`src/rtl/audio_dac_tx.sv`:
```
// ---------------------------------------------------------------------------
// audio_dac_tx -- I2S master transmitter for the codec DAC.
//
// Serializes one stereo pair per frame onto AUD_DACDAT (MSB first, one BCLK
// of delay after each AUD_DACLRCK edge). AUD_BCLK and AUD_DACLRCK are
// generated here from clk. Upstream hands samples in through a valid/ready
// handshake into a single stereo holding register. That register is drained
// into the shift words at every frame boundary.
//
// Parameters
//   WIDTH          sample width in bits (WIDTH <= SLOT_BITS-1)
//   SLOT_BITS      BCLK periods per channel slot (frame = 2*SLOT_BITS)
//   BCLK_HALF_DIV  clk cycles per BCLK half period (>= 2)
//
// Ports
//   clk, reset            system clock, synchronous active-high reset
//   left_in, right_in     signed stereo sample
//   in_valid / in_ready   sample handshake (transfer on valid && ready)
//   AUD_BCLK              bit clock to codec
//   AUD_DACLRCK           0 = left slot, 1 = right slot
//   AUD_DACDAT            serial data, changes on BCLK falling edge
//   frame_start           one-clk pulse when a frame is loaded
//   underrun              one-clk pulse when a frame loads with no sample
//
// Optional feature (macro AUDIO_DAC_TX_UNDERRUN_HOLD_EN)
//   When defined, an underrun frame repeats the last transmitted pair
//   instead of sending silence. underrun still pulses.
// ---------------------------------------------------------------------------
module audio_dac_tx #(
    parameter int WIDTH         = 16,
    parameter int SLOT_BITS     = 32,
    parameter int BCLK_HALF_DIV = 8
) (
    input  logic                    clk,
    input  logic                    reset,
    input  logic signed [WIDTH-1:0] left_in,
    input  logic signed [WIDTH-1:0] right_in,
    input  logic                    in_valid,
    output logic                    in_ready,
    output logic                    AUD_BCLK,
    output logic                    AUD_DACLRCK,
    output logic                    AUD_DACDAT,
    output logic                    frame_start,
    output logic                    underrun
);

    localparam int FRAME_BITS = 2 * SLOT_BITS;
    localparam int DIV_W      = (BCLK_HALF_DIV > 1) ? $clog2(BCLK_HALF_DIV) : 1;
    localparam int BIT_W      = $clog2(FRAME_BITS);

    localparam logic [DIV_W-1:0] DIV_TC   = DIV_W'(BCLK_HALF_DIV - 1);
    localparam logic [BIT_W-1:0] BIT_LAST = BIT_W'(FRAME_BITS - 1);
    localparam logic [BIT_W-1:0] SLOT_N   = BIT_W'(SLOT_BITS);
    localparam logic [BIT_W-1:0] WIDTH_N  = BIT_W'(WIDTH);

    // Stereo pair as moved between the holding register and shift words.
    typedef struct packed {
        logic [WIDTH-1:0] right;
        logic [WIDTH-1:0] left;
    } pair_t;

    // ---------------------------------------------------------------------
    // State
    // ---------------------------------------------------------------------
    logic [DIV_W-1:0]      div_cnt;
    logic [BIT_W-1:0]      bit_cnt;
    logic [1:0][WIDTH-1:0] shift_word;   // [0] = left, [1] = right
    pair_t                 hold_q;
    logic                  hold_full;
    pair_t                 last_q;       // last pair loaded from the holding register

    // ---------------------------------------------------------------------
    // Next-state signals
    // ---------------------------------------------------------------------
    logic [DIV_W-1:0]      div_cnt_nxt;
    logic                  bclk_nxt;
    logic [BIT_W-1:0]      bit_cnt_nxt;
    logic                  lrck_nxt;
    logic                  dat_nxt;
    logic                  frame_start_nxt;
    logic                  underrun_nxt;
    logic [1:0][WIDTH-1:0] shift_word_nxt;
    pair_t                 hold_nxt;
    logic                  hold_full_nxt;
    pair_t                 last_nxt;

    // Decoded events and slot position
    logic             bclk_tick;
    logic             bclk_fall;
    logic             frame_load;
    logic             accept;
    logic [BIT_W-1:0] bit_inc;
    logic             chan;
    logic [BIT_W-1:0] pos;
    logic             data_phase;
    pair_t            fill_pair;

    assign in_ready = ~hold_full;
    assign accept   = in_valid & in_ready;

    // The divider terminal count toggles BCLK; every serial output moves only
    // on the toggle that takes BCLK from 1 to 0.
    assign bclk_tick  = (div_cnt == DIV_TC);
    assign bclk_fall  = bclk_tick & AUD_BCLK;
    assign frame_load = bclk_fall & (bit_cnt == BIT_LAST);

    // Position of the bit about to be driven. The slot's first bit period
    // is the I2S delay bit, so sample bits occupy positions 1..WIDTH.
    assign bit_inc    = (bit_cnt == BIT_LAST) ? '0 : bit_cnt + 1'b1;
    assign chan       = (bit_inc >= SLOT_N);
    assign pos        = chan ? (bit_inc - SLOT_N) : bit_inc;
    assign data_phase = (pos != '0) && (pos <= WIDTH_N);

    // What an empty holding register turns into at a frame load.
`ifdef AUDIO_DAC_TX_UNDERRUN_HOLD_EN
    assign fill_pair = last_q;
`else
    assign fill_pair = '0;
`endif

    always_comb begin
        div_cnt_nxt     = div_cnt + 1'b1;
        bclk_nxt        = AUD_BCLK;
        bit_cnt_nxt     = bit_cnt;
        lrck_nxt        = AUD_DACLRCK;
        dat_nxt         = AUD_DACDAT;
        frame_start_nxt = 1'b0;
        underrun_nxt    = 1'b0;
        shift_word_nxt  = shift_word;
        hold_nxt        = hold_q;
        hold_full_nxt   = hold_full;
        last_nxt        = last_q;

        if (bclk_tick) begin
            div_cnt_nxt = '0;
            bclk_nxt    = ~AUD_BCLK;
        end

        if (bclk_fall) begin
            bit_cnt_nxt = bit_inc;
            lrck_nxt    = chan;
            // The shift word MSB is the bit for this position; the word is
            // consumed one bit per falling edge of its own slot.
            dat_nxt     = data_phase ? shift_word[chan][WIDTH-1] : 1'b0;
            if (data_phase)
                shift_word_nxt[chan] = shift_word[chan] << 1;
        end

        // Frame load overrides the shift above: position 0 emits the delay
        // bit, so the fresh words are not touched this edge.
        if (frame_load) begin
            frame_start_nxt = 1'b1;
            if (hold_full) begin
                shift_word_nxt[0] = hold_q.left;
                shift_word_nxt[1] = hold_q.right;
                last_nxt          = hold_q;
                hold_full_nxt     = 1'b0;
            end else begin
                shift_word_nxt[0] = fill_pair.left;
                shift_word_nxt[1] = fill_pair.right;
                underrun_nxt      = 1'b1;
            end
        end

        // accept implies the register was empty, so it never collides with
        // the drain above; an accept on an underrun load waits a frame.
        if (accept) begin
            hold_nxt.left  = left_in;
            hold_nxt.right = right_in;
            hold_full_nxt  = 1'b1;
        end
    end

    always_ff @(posedge clk) begin
        if (reset) begin
            div_cnt     <= '0;
            AUD_BCLK    <= 1'b0;
            bit_cnt     <= BIT_LAST;
            AUD_DACLRCK <= 1'b1;
            AUD_DACDAT  <= 1'b0;
            frame_start <= 1'b0;
            underrun    <= 1'b0;
            shift_word  <= '0;
            hold_q      <= '0;
            hold_full   <= 1'b0;
            last_q      <= '0;
        end else begin
            div_cnt     <= div_cnt_nxt;
            AUD_BCLK    <= bclk_nxt;
            bit_cnt     <= bit_cnt_nxt;
            AUD_DACLRCK <= lrck_nxt;
            AUD_DACDAT  <= dat_nxt;
            frame_start <= frame_start_nxt;
            underrun    <= underrun_nxt;
            shift_word  <= shift_word_nxt;
            hold_q      <= hold_nxt;
            hold_full   <= hold_full_nxt;
            last_q      <= last_nxt;
        end
    end

endmodule
```
`config.mk`:
```
export PLATFORM = sky130hd
export DESIGN_NAME = audio_dac_tx
export DESIGN_NICKNAME = d
export VERILOG_FILES = /design/src/rtl/audio_dac_tx.sv
export SDC_FILE = /design/constraint.sdc
export NUM_CORES = 1
export LEC_CHECK = 0
export BUFFER_PORTS_ARGS = -buffer_cell sky130_fd_sc_hd__buf_2
export CAP_MARGIN = 20
export CORE_MARGIN = 2
export CORE_UTILIZATION = 25
export DETAILED_ROUTE_END_ITERATION = 12
export HOLD_SLACK_MARGIN = 0.12
export PLACE_DENSITY = 0.5
export SLEW_MARGIN = 20
export SYNTH_ARGS = -nofsm -noshare
export SYNTH_HDL_FRONTEND = slang
export SYNTH_SLANG_ARGS = --single-unit
export TNS_END_PERCENT = 30
```
`constraint.sdc`:
```
create_clock -name clk -period 3.75 [get_ports clk]
set_clock_uncertainty 0.15 [all_clocks]
set_input_delay 0.375 -clock clk [delete_from_list [all_inputs] [get_ports clk]]
set_output_delay 0.375 -clock clk [all_outputs]
set_load 0.05 [all_outputs]
```
==> qor.yml <==
timing:
  hold_violations: 0
  fmax_mhz: 310
  rsz0062_at_grt: "no"
  fin_ws_ns: 0.522
  setup_tns_ns: 0
  relSlewSlack: 0.264
  post-route-period-util: 0.861
  setup_violations: 0
  worst_pin_slew_ns: 1.10
  final-max-slew-violation-count: 0
  period_minus_slack_ns: 3.23
setup_path:
  start_kind: "register"
  end_kind: "register"
  crit_arrival_ns: 3.25
  crit_fanout: 17
  critical_path_required_ns: 3.77
  crit_type: "reg -> reg"
  r2r_setup_slack_ns: 0.52
clock_network:
  cts_root_buf: "clkbuf_16"
  htreeDepth: 3
  clockBufferDepth: 2
  insertion_delay_ns: 0.34
  path_clk_slew_ns: 0.06
  cts_hold_buf: 9
  cts_tree: "yes"
  cts.sinks: 78
  ctsResizeCount: 0
  cts_buffers: 9
  postCtsSetupRepairBufs: 0
route:
  viasPerCell: 4.83
  ant_nets: 0
  wire_per_inst_um: 13.9
  drt_iter0_markers: 127
  drcViolationCount: 0
  vias: 2956
  dr.pass1.iters: 4
  wl_um: 8500
logic_synthesis:
  ys.flop_type: "dfxtp_1"
  yosys.area.top_type: "dfxtp_1"
  synth-edff-count: 0
  synth_cells: 394
  yosys.area.top_type_share: 0.439
  synth-seq-cells: 78
  synth_warnings: 0
  synth.area.top_cells: "dfxtp_1 (44%), nand2_1 (9.1%), a21oi_1 (4.8%), nor3_1 (4.6%), a311oi_2 (4.2%)"
  synth_nets: 433
  syn-cell-area_um2: 3550
  synth_cell_types: 56
  syn_area_per_cell_um2: 9.02
  async_flop_share: 0
  ys_seq_area_frac: 0.439
global_route:
  grt_pass1_vias: 2829
  grt_max_degree: 53
  gr-total-overflow: 0
  track_usage: 0.120
  antenna_found_initial: 0
  grt_first_pass_wirelength_um: 14200
worst_hold_path:
  hp-class: "in -> reg"
cells_and_area:
  area_delta_synth_final_pct: 19.7
  antenna_cells: 0
  finalNetCount: 467
  fill_cells: 1497
  final_cell_mix: "nand2_1 (86), dfxtp_1 (78), buf_2 (40), a21oi_1 (34), nor3_1 (33)"
  layout_commonest_cell: "nand2_1"
  layout.cells.non_filler: 612
  drive_above_1_share: 0.231
  post-route-util: 0.307
power:
  leakagePower_nw: 1.47
  p_comb_frac: 0.049
  total_power_mw: 1.90
  internal_power_mw: 1.50
  ir_drop_v: 0.000180
  switching_power_mw: 0.396
  power_density_nw_per_um2: 446
  clkPwrFrac: 0.496
  seqPwrFrac: 0.455
  swShare: 0.209
placement:
  pre_cts_slack_ns: 0.567
  hpwlAfterDp_um: 5520
  gp_congestion: 0.772
  dp_cells: 588
  port_buffers: 40
floorplanning:
  ios: 41
  die_y_um: 123
  die_w_um: 123
  start_util: 0.256
  row_count: 43
  die-area_um2: 15200
  core_um2: 13900
status:
  status: "completed"
flow_run:
  max_cap_viol_count: 0
[worst max-delay path, stage by stage, from the launching register on]
cell and delay, ns:
dfxtp_1 0.49, ha_1 0.34, nand3_1 0.18, xor2_1 0.19, ha_1 0.32, inv_1 0.11
a2111oi_4 0.20, buf_4 0.26, or2_1 0.60, a311oi_2 0.20
[final cells by class]
| class | count | area, um^2 | share of cell area |
|---|---|---|---|
| multi-input combinational | 276 | 1760 | 0.414 |
| inverter | 3 | 11.3 | 0.00265 |
| clock inverter | 4 | 70.1 | 0.0165 |
| tap | 180 | 225 | 0.0529 |
| sequential | 78 | 1560 | 0.367 |
| timing repair buffer | 60 | 373 | 0.0876 |
| clock buffer | 11 | 253 | 0.0594 |
[power groups by stage]
stage	combinational, mW	sequential, mW	clock (mW)
2_1_floorplan	0.0538	0.879	0
3_3_place_gp	0.0853	0.882	0
3_5_place_dp	0.0877	0.883	0
4_1_cts	0.0947	0.864	0.967
5_1_grt	0.106	0.867	1.00
6_report	0.0927	0.864	0.943
[registers in the layout, summed over array words and instances (netlist names)]
register and flops:
frame_start 1, AUD_DACDAT 1, div_cnt 3, AUD_DACLRCK 1
underrun 1, bit_cnt 5, shift_word 32, hold_full 1
AUD_BCLK 1, hold_q 32
[kinds of logic after synthesis]
kind of cell             synth area share
XOR/XNOR                          0.00739
adder cells (fa/ha/maj)            0.0141
buffers and inverters              0.0655
AO/OA/AOI/OAI                       0.262
flip-flops                          0.439
AND/OR/NAND/NOR                     0.212
[synth_stat cells, types with 2 or more instances]
| cell type | n |
|---|---|
| a211oi_1 | 5 |
| nor3b_1 | 4 |
| buf_6 | 5 |
| nor2_1 | 4 |
| and2_1 | 4 |
| buf_1 | 2 |
| inv_1 | 3 |
| xnor2_1 | 2 |
| nand3b_1 | 2 |
| clkbuf_1 | 16 |
| dfxtp_1 | 78 |
| a211oi_2 | 10 |
| a32oi_1 | 15 |
| a311oi_1 | 5 |
| nand2_1 | 86 |
| and3_1 | 3 |
| ha_1 | 4 |
| o21ba_2 | 2 |
| a2111oi_4 | 2 |
| o21ai_0 | 18 |
| nor3_1 | 33 |
| buf_2 | 8 |
| a31oi_1 | 2 |
| a311oi_2 | 10 |
| a21oi_1 | 34 |
| nand3_1 | 3 |
| buf_4 | 5 |
[worst paths after layout]
check        startpoint             end  depth (start not counted)
max          bit_cnt[0]  shift_word[15]                          9
min          left_in[5]       hold_q[5]                          3
min reg2reg  div_cnt[0]      div_cnt[0]                          1
max reg2reg  bit_cnt[0]  shift_word[15]                          9
[per-stage QoR]
stage	instance area, um^2	hold slack [ns]
6_report	4260	0.122
5_1_grt	4260	0.128
4_1_cts	4260	0.120
3_5_place_dp	3840	0.272
3_3_place_gp	3840	0.264
2_1_floorplan	3550	0.254
[per-layer routing]
metal / share of wire / GRT usage / vias up
li1: - / - / 1493
met4: 0.018 / 0.0469 / 0
met5: 0 / 0 / -
met1: 0.51 / 0.165 / 1402
met2: 0.43 / 0.182 / 51
met3: 0.036 / 0.0277 / 10
No activity file was read; power rests on OpenSTA's default activity.
